**src/rtl/seq_alu_pkg.sv**
```systemverilog
// Shared opcodes, FSM encodings and seven-segment table for the sequential ALU controller.
// SEQ_ALU_MULT_EN decides whether OP_MUL counts as a supported opcode.
package seq_alu_pkg;

    localparam logic [2:0] OP_ADD  = 3'b000;
    localparam logic [2:0] OP_SUB  = 3'b001;
    localparam logic [2:0] OP_AND  = 3'b010;
    localparam logic [2:0] OP_OR   = 3'b011;
    localparam logic [2:0] OP_XOR  = 3'b100;
    localparam logic [2:0] OP_MUL  = 3'b101;
    localparam logic [2:0] OP_MAX  = 3'b110;
    localparam logic [2:0] OP_RSVD = 3'b111;

    typedef enum logic [1:0] {
        ST_COLLECT = 2'd0,
        ST_EXEC    = 2'd1,
        ST_DONE    = 2'd2
    } state_t;

    localparam logic [7:0] SEG_BLANK = 8'hFF;

    // Active-low {dp,g,f,e,d,c,b,a}, dp off; entry 0 is the rightmost element.
    localparam logic [15:0][7:0] SEG_TABLE = {
        8'h8E, 8'h86, 8'hA1, 8'hC6, 8'h83, 8'h88, 8'h90, 8'h80,
        8'hF8, 8'h82, 8'h92, 8'h99, 8'hB0, 8'hA4, 8'hF9, 8'hC0
    };

    function automatic logic op_supported(input logic [2:0] op);
`ifdef SEQ_ALU_MULT_EN
        return op != OP_RSVD;
`else
        return (op != OP_RSVD) && (op != OP_MUL);
`endif
    endfunction

endpackage

```
**src/rtl/hex_to_seg7.sv**
```systemverilog
// One hex digit to an active-low seven-segment pattern with the decimal point off.
module hex_to_seg7
    import seq_alu_pkg::*;
(
    input  logic [3:0] hex,
    output logic [7:0] seg
);

    always_comb begin
        seg = SEG_BLANK;
        for (int i = 0; i < 16; i++) begin
            if (hex == 4'(i)) seg = SEG_TABLE[i];
        end
    end

endmodule

```
**src/rtl/seq_alu_ctrl.sv**
```systemverilog
// Operand collector, multi-cycle accumulator ALU and hex display driver.
// Build option SEQ_ALU_MULT_EN adds the shift-add multiplier for ms=101.
//
// state      | meaning
// ST_COLLECT | latching operands on each button press
// ST_EXEC    | folding operands 1..N_OPND-1 into the accumulator
// ST_DONE    | result and flags held until the next press
module seq_alu_ctrl
    import seq_alu_pkg::*;
#(
    parameter int DIN_W  = 4,
    parameter int N_OPND = 2,
    parameter int OUT_W  = 8,
    localparam int IDX_W = $clog2(N_OPND + 1),
    localparam int N_DIG = OUT_W / 4
) (
    input  logic               clk,
    input  logic               clear,
    input  logic               next_n,
    input  logic [2:0]         ms,
    input  logic [DIN_W-1:0]   din,
    output logic               busy,
    output logic               done,
    output logic               ovf,
    output logic               err,
    output logic [IDX_W-1:0]   opnd_idx,
    output logic [OUT_W-1:0]   result,
    output logic [8*N_DIG-1:0] seg
);

    localparam int MUL_CYC = (N_OPND - 1) * DIN_W;
    localparam int CNT_W   = $clog2(MUL_CYC + 1);

    state_t             state, state_nxt;
    logic               sync1, sync2, sync3, press;
    logic [DIN_W-1:0]   opnd [N_OPND];
    logic [IDX_W-1:0]   opnd_idx_q, op_ptr;
    logic [2:0]         op_q;
    logic [OUT_W-1:0]   acc, acc_nxt, opnd_ext;
    logic [OUT_W:0]     wide;
    logic               ovf_q, err_q, ovf_step;
    logic [CNT_W-1:0]   step_cnt;
    logic [DIN_W-1:0]   cur_opnd;
    logic               launch, launch_ok;

`ifdef SEQ_ALU_MULT_EN
    localparam int BIT_W = (DIN_W > 1) ? $clog2(DIN_W) : 1;
    localparam int P_W   = OUT_W + DIN_W;
    logic [BIT_W-1:0] bit_idx;
    logic [P_W-1:0]   prod, prod_nxt;
    logic             mul_last;
`endif

    // Button path: two synchronizer flops, one history flop, registered fall detect.
    always_ff @(posedge clk or posedge clear) begin
        if (clear) begin
            sync1 <= 1'b1;
            sync2 <= 1'b1;
            sync3 <= 1'b1;
            press <= 1'b0;
        end else begin
            sync1 <= next_n;
            sync2 <= sync1;
            sync3 <= sync2;
            press <= sync3 & ~sync2;
        end
    end

    assign launch    = (state == ST_COLLECT) && press && (opnd_idx_q == IDX_W'(N_OPND - 1));
    assign launch_ok = op_supported(ms);

    always_comb begin
        cur_opnd = '0;
        for (int i = 0; i < N_OPND; i++) begin
            if (op_ptr == IDX_W'(i)) cur_opnd = opnd[i];
        end
    end

    assign opnd_ext = OUT_W'(cur_opnd);

`ifdef SEQ_ALU_MULT_EN
    assign mul_last = (bit_idx == BIT_W'(DIN_W - 1));
    assign prod_nxt = ((bit_idx == '0) ? P_W'(0) : prod)
                    + (cur_opnd[bit_idx] ? (P_W'(acc) << bit_idx) : P_W'(0));
`endif

    always_comb begin
        wide     = '0;
        acc_nxt  = acc;
        ovf_step = 1'b0;
        case (op_q)
            OP_ADD: begin
                wide     = {1'b0, acc} + {1'b0, opnd_ext};
                acc_nxt  = wide[OUT_W-1:0];
                ovf_step = wide[OUT_W];
            end
            OP_SUB: begin
                wide     = {1'b0, acc} - {1'b0, opnd_ext};
                acc_nxt  = wide[OUT_W-1:0];
                ovf_step = wide[OUT_W];
            end
            OP_AND: acc_nxt = acc & opnd_ext;
            OP_OR:  acc_nxt = acc | opnd_ext;
            OP_XOR: acc_nxt = acc ^ opnd_ext;
            OP_MAX: acc_nxt = (acc > opnd_ext) ? acc : opnd_ext;
`ifdef SEQ_ALU_MULT_EN
            OP_MUL: begin
                acc_nxt  = prod_nxt[OUT_W-1:0];
                ovf_step = |prod_nxt[P_W-1:OUT_W];
            end
`endif
            default: acc_nxt = acc;
        endcase
    end

    always_comb begin
        state_nxt = state;
        case (state)
            ST_COLLECT: if (launch) state_nxt = launch_ok ? ST_EXEC : ST_DONE;
            ST_EXEC:    if (step_cnt == '0) state_nxt = ST_DONE;
            ST_DONE:    if (press) state_nxt = ST_COLLECT;
            default:    state_nxt = ST_COLLECT;
        endcase
    end

    always_ff @(posedge clk or posedge clear) begin
        if (clear) begin
            state      <= ST_COLLECT;
            for (int i = 0; i < N_OPND; i++) opnd[i] <= '0;
            opnd_idx_q <= '0;
            op_ptr     <= '0;
            op_q       <= OP_ADD;
            acc        <= '0;
            ovf_q      <= 1'b0;
            err_q      <= 1'b0;
            step_cnt   <= '0;
`ifdef SEQ_ALU_MULT_EN
            bit_idx    <= '0;
            prod       <= '0;
`endif
        end else begin
            state <= state_nxt;
            case (state)
                ST_COLLECT: begin
                    if (press) begin
                        for (int i = 0; i < N_OPND; i++) begin
                            if (opnd_idx_q == IDX_W'(i)) opnd[i] <= din;
                        end
                        opnd_idx_q <= opnd_idx_q + IDX_W'(1);
                    end
                    if (launch) begin
                        op_q   <= ms;
                        ovf_q  <= 1'b0;
                        op_ptr <= IDX_W'(1);
                        err_q  <= ~launch_ok;
                        acc    <= launch_ok ? OUT_W'(opnd[0]) : '0;
                        step_cnt <= CNT_W'(N_OPND - 2);
`ifdef SEQ_ALU_MULT_EN
                        bit_idx <= '0;
                        if (ms == OP_MUL) step_cnt <= CNT_W'(MUL_CYC - 1);
`endif
                    end
                end
                ST_EXEC: begin
                    if (step_cnt != '0) step_cnt <= step_cnt - CNT_W'(1);
`ifdef SEQ_ALU_MULT_EN
                    if (op_q == OP_MUL) begin
                        prod    <= prod_nxt;
                        bit_idx <= mul_last ? '0 : bit_idx + BIT_W'(1);
                        if (mul_last) begin
                            acc    <= acc_nxt;
                            ovf_q  <= ovf_q | ovf_step;
                            op_ptr <= op_ptr + IDX_W'(1);
                        end
                    end else
`endif
                    begin
                        acc    <= acc_nxt;
                        ovf_q  <= ovf_q | ovf_step;
                        op_ptr <= op_ptr + IDX_W'(1);
                    end
                end
                ST_DONE: begin
                    if (press) begin
                        opnd_idx_q <= '0;
                        err_q      <= 1'b0;
                        ovf_q      <= 1'b0;
                    end
                end
                default: ;
            endcase
        end
    end

    assign busy     = (state == ST_EXEC);
    assign done     = (state == ST_DONE);
    assign ovf      = ovf_q;
    assign err      = err_q;
    assign opnd_idx = opnd_idx_q;
    assign result   = acc;

    for (genvar d = 0; d < N_DIG; d++) begin : g_dig
        hex_to_seg7 u_seg (
            .hex (acc[4*d +: 4]),
            .seg (seg[8*d +: 8])
        );
    end

endmodule

```
**config.mk**
```make
export PLATFORM = sky130hd
export DESIGN_NAME = seq_alu_ctrl
export DESIGN_NICKNAME = d
export VERILOG_FILES = /design/src/rtl/seq_alu_pkg.sv /design/src/rtl/hex_to_seg7.sv /design/src/rtl/seq_alu_ctrl.sv
export SDC_FILE = /design/constraint.sdc
export NUM_CORES = 1
export LEC_CHECK = 0
export ABC_AREA = 1
export ABC_CLOCK_PERIOD_IN_PS = 5800
export CORE_MARGIN = 3
export CORE_UTILIZATION = 54
export DETAILED_ROUTE_END_ITERATION = 16
export HOLD_SLACK_MARGIN = 0.12
export PLACE_DENSITY_LB_ADDON = 0.3
export SYNTH_ARGS = -nofsm -noshare
export SYNTH_HDL_FRONTEND = slang
export SYNTH_SLANG_ARGS = --single-unit
```
**constraint.sdc**
```tcl
create_clock -name clk -period 5.8 [get_ports clk]
set_clock_uncertainty 0.05 [all_clocks]
set_input_delay 0.58 -clock clk [delete_from_list [all_inputs] [get_ports clk]]
set_output_delay 0.58 -clock clk [all_outputs]
set_load 0.05 [all_outputs]
```
==> out/results.env <==
STATUS='completed'
DR.FIRST_ITER.DRC_COUNT=253
SYNTH-ADDER-AREA-SHARE_PCT=9.306
YS_FF_LATCH=34
HTREE_LEVELS=2
GRT_START_MAX_NET_PINS=35
POST_SYNTH_MUX_AREA_SHARE_PCT=0
MIN-DELAY-PATH-CLASS='flop to flop'
REPORT.FINAL.HOLD_VIOL_COUNT=0
GRT_ANTENNA_BEFORE_REPAIR=0
FIN_NETS=492
TIMING.CRITICAL_PATH.FANOUT_MAX=15
SYNTHXORXNORAREAFRAC_PCT=0.6146
FIN_SETUP_TNS_PS=0
PLACE_INST=522
CTS.SINKS=34
COUNT_OF_INPUT_AND_OUTPUT_BUFFERS=37
SETUP_REPAIR_AFTER_GLOBAL_ROUTING_MISSED_ITS_MARGIN='false'
CTS.PATH.MAX_BUFFERS=2
ROOT_BUFFER='sky130_fd_sc_hd__clkbuf_8'
CTS_MADE_BUFFERS=5
DIE_WIDTH_UM=78.65
IO_PINS=40
POST_CTS_RESIZE_COUNT=0
GRT_PASS1_WL_MM=11.36
CRITPATHARRIVALTIME_PS=2630
CLK_PIN_SLEW_WORST_PATHS_PS=70
CRITICALPATHCATEGORY='flop to output pin'
TIGHTEST_SLEW_PS=568.5
GLOBALROUTEOVERFLOWTOTAL=0
REPORT.FINAL.SLEW_VIOL_COUNT=0
SYNTH_WARNINGS=0
PLACEMENT_ROWS=25
CRITPATHREQUIREDTIME_PS=5170
DRIVE_ABOVE_1_SHARE_PCT=10.37
FMAX_MHz=306.5
DETAILED_PLACE_HPWL_MM=5.229
SYNTHSIMPLEGATEAREAFRAC_PCT=35.47
PERIOD_NEEDED_PS=3263
FILLCELLCOUNT=455
POST_CTS_BUFFERS=0
DRT_PASS1_ITERATIONS=5
DIE-AREA_UM2=6186
AVGROUTEDWIREPERCELL_UM=12.98
SEQ_AREA_FRAC_SYNTH_PCT=29.98
ROUTE.DETAILED.VIAS_PER_INST=5.417
TOTAL_GLOBAL_ROUTING_TRACK_UTILIZATION_PCT=23.09
CORE_AREA_UM2=4911
YOSYS.CELL_TYPES.COUNT=38
SYN_TO_FINAL_GROWTH_PCT=17.95
TOTALWIRELENGTH_MM=6.877
AVGSYNTHCELLAREA_UM2=6.691
TIMING.SLEW.HEADROOM_PCT=62.10
LARGEST_FAMILY_OF_LOGIC_CELLS_BY_SYNTHESIZED_AREA='simple AND/OR/NAND/NOR gates'
TIMING.FINAL.CRIT_SHARE_PCT=56.25
PLACE_CONGESTION=0.9315
MAPPEDNETLISTAREA_UM2=2850
FLOORPLAN.DIE.HEIGHT_UM=78.65
VIAS=2871
ROUTED_ANTENNA_NETS=0
CRIT_PATH_END_KIND='output pin'
CTS_TREE='done'
DRC=0
SYNTH_COMPOUND_AREA_SHARE_PCT=13.52
SETUP-VIOLATIONS-FINAL=0
GRT_PASS1_VIAS=2570
CTS.HOLD.BUFFERS_ADDED=0
CLOCK_INSERTION_DELAY_WORST_SKEW_PS=290
FINAL_CELLS=530
START_UTIL_PCT=58.04
SYNTH_CELLS=426
MAX_CAPACITANCE_VIOLATION_COUNT=0
WORSTSETUPSTARTPOINTTYPE='flop'
DIODES=0
## stage by stage
stage               worst slack (ps)  cell area [um2]  hold slack, ps  util [%]
floorplan                       2608             2854           295.2         -
global placement                2926             3252           298.8     66.22
detailed placement              2874             3252           297.9     66.22
CTS                             2543             3362           310.2     68.46
global route                    2312             3362           315.4     68.46
finish                          2537             3362           308.4     68.46
## sequential cells by signal, summed over array words and instances, names as in the netlist
name and count:
err 1, op_ptr 2, op_q 3, opnd 8, opnd_idx 2, ovf 1
press 1, result 8, state 2, step_cnt 3, sync1 1, sync2 1
sync3 1
## per-layer routing
layer	GRT usage [%]	part of all wire, %
met1	29.52	44
met2	38.37	48
met3	4.817	6.2
met4	8.392	1.6
met5	0	0
## cell usage in the layout (no fill, tap or decap), drive strengths merged, types with 3 or more instances in the layout
cell type	instances
o21ai	33
dfstp	3
clkdlybuf4s50	37
a22oi	3
nand3	31
clkbuf	6
nor2	54
a21oi	21
o31ai	3
ha	18
inv	63
nand4	7
nor3	4
nand2	130
dfrtp	31
## synth_stat cells, drive strengths merged
master | number | area share [%]
fa | 2 | 1.4
clkinv | 1 | 0.18
a22o | 2 | 0.61
nor3 | 4 | 1.1
xnor2 | 1 | 0.31
a22oi | 3 | 0.79
dfrtp | 31 | 27
dfstp | 3 | 2.8
nand3 | 31 | 5.8
ha | 18 | 7.9
xor2 | 1 | 0.31
o221ai | 1 | 0.31
o31ai | 3 | 0.79
conb | 1 | 0.13
o22ai | 1 | 0.22
nor2 | 54 | 8.3
nand4 | 7 | 1.5
nand2 | 130 | 18
a211oi | 2 | 0.53
a21oi | 21 | 4.5
clkbuf | 3 | 0.40
o21ai | 33 | 5.8
nand3b | 1 | 0.26
inv | 63 | 8.3
buf | 8 | 2.1
nor4 | 1 | 0.22
## path summary, 6_finish.rpt
kind                       startpoint  cells after the start   endpoint  slack, ps
max in group asynchronous       clear                      3      sync3       4740
max                         result[4]                      8     seg[8]       2540
min in group asynchronous       clear                      3  op_ptr[1]        620
min reg2reg                     sync1                      0      sync2        310
min                             sync1                      0      sync2        310
max reg2reg                 op_ptr[1]                     14  result[4]       2990
## layout make-up
class | count | area [um2] | share of cell area, %
Clock buffer | 6 | 72.57 | 2.159
Clock inverter | 2 | 37.54 | 1.116
Inverter | 64 | 241.5 | 7.183
Tap cell | 67 | 83.83 | 2.493
Multi-Input combinational cell | 318 | 1687 | 50.17
Sequential cell | 34 | 854.6 | 25.42
Timing Repair Buffer | 39 | 385.4 | 11.46
## critical path, stage by stage (launching register included)
cell and delay (ps):
sky130_fd_sc_hd__dfrtp_1 710, sky130_fd_sc_hd__inv_2 140, sky130_fd_sc_hd__nor2_1 240, sky130_fd_sc_hd__nor2_1 70
sky130_fd_sc_hd__nor2_1 90, sky130_fd_sc_hd__o21ai_1 80, sky130_fd_sc_hd__o21ai_1 90, sky130_fd_sc_hd__a22o_1 140
sky130_fd_sc_hd__clkdlybuf4s50_1 790
## kinds of logic (layout without fill, tap and decap cells)
kind of cell,after synthesis,after routing
AO/OA/AOI/OAI,66,66
XOR/XNOR,2,2
adder cells (fa/ha/maj),20,20
buffers and inverters,75,111
flip-flops,34,34
other,1,2
AND/OR/NAND/NOR,228,228
Power is not shown: default switching activity piles up to over one toggle a cycle in this logic, so the estimate is an artifact.
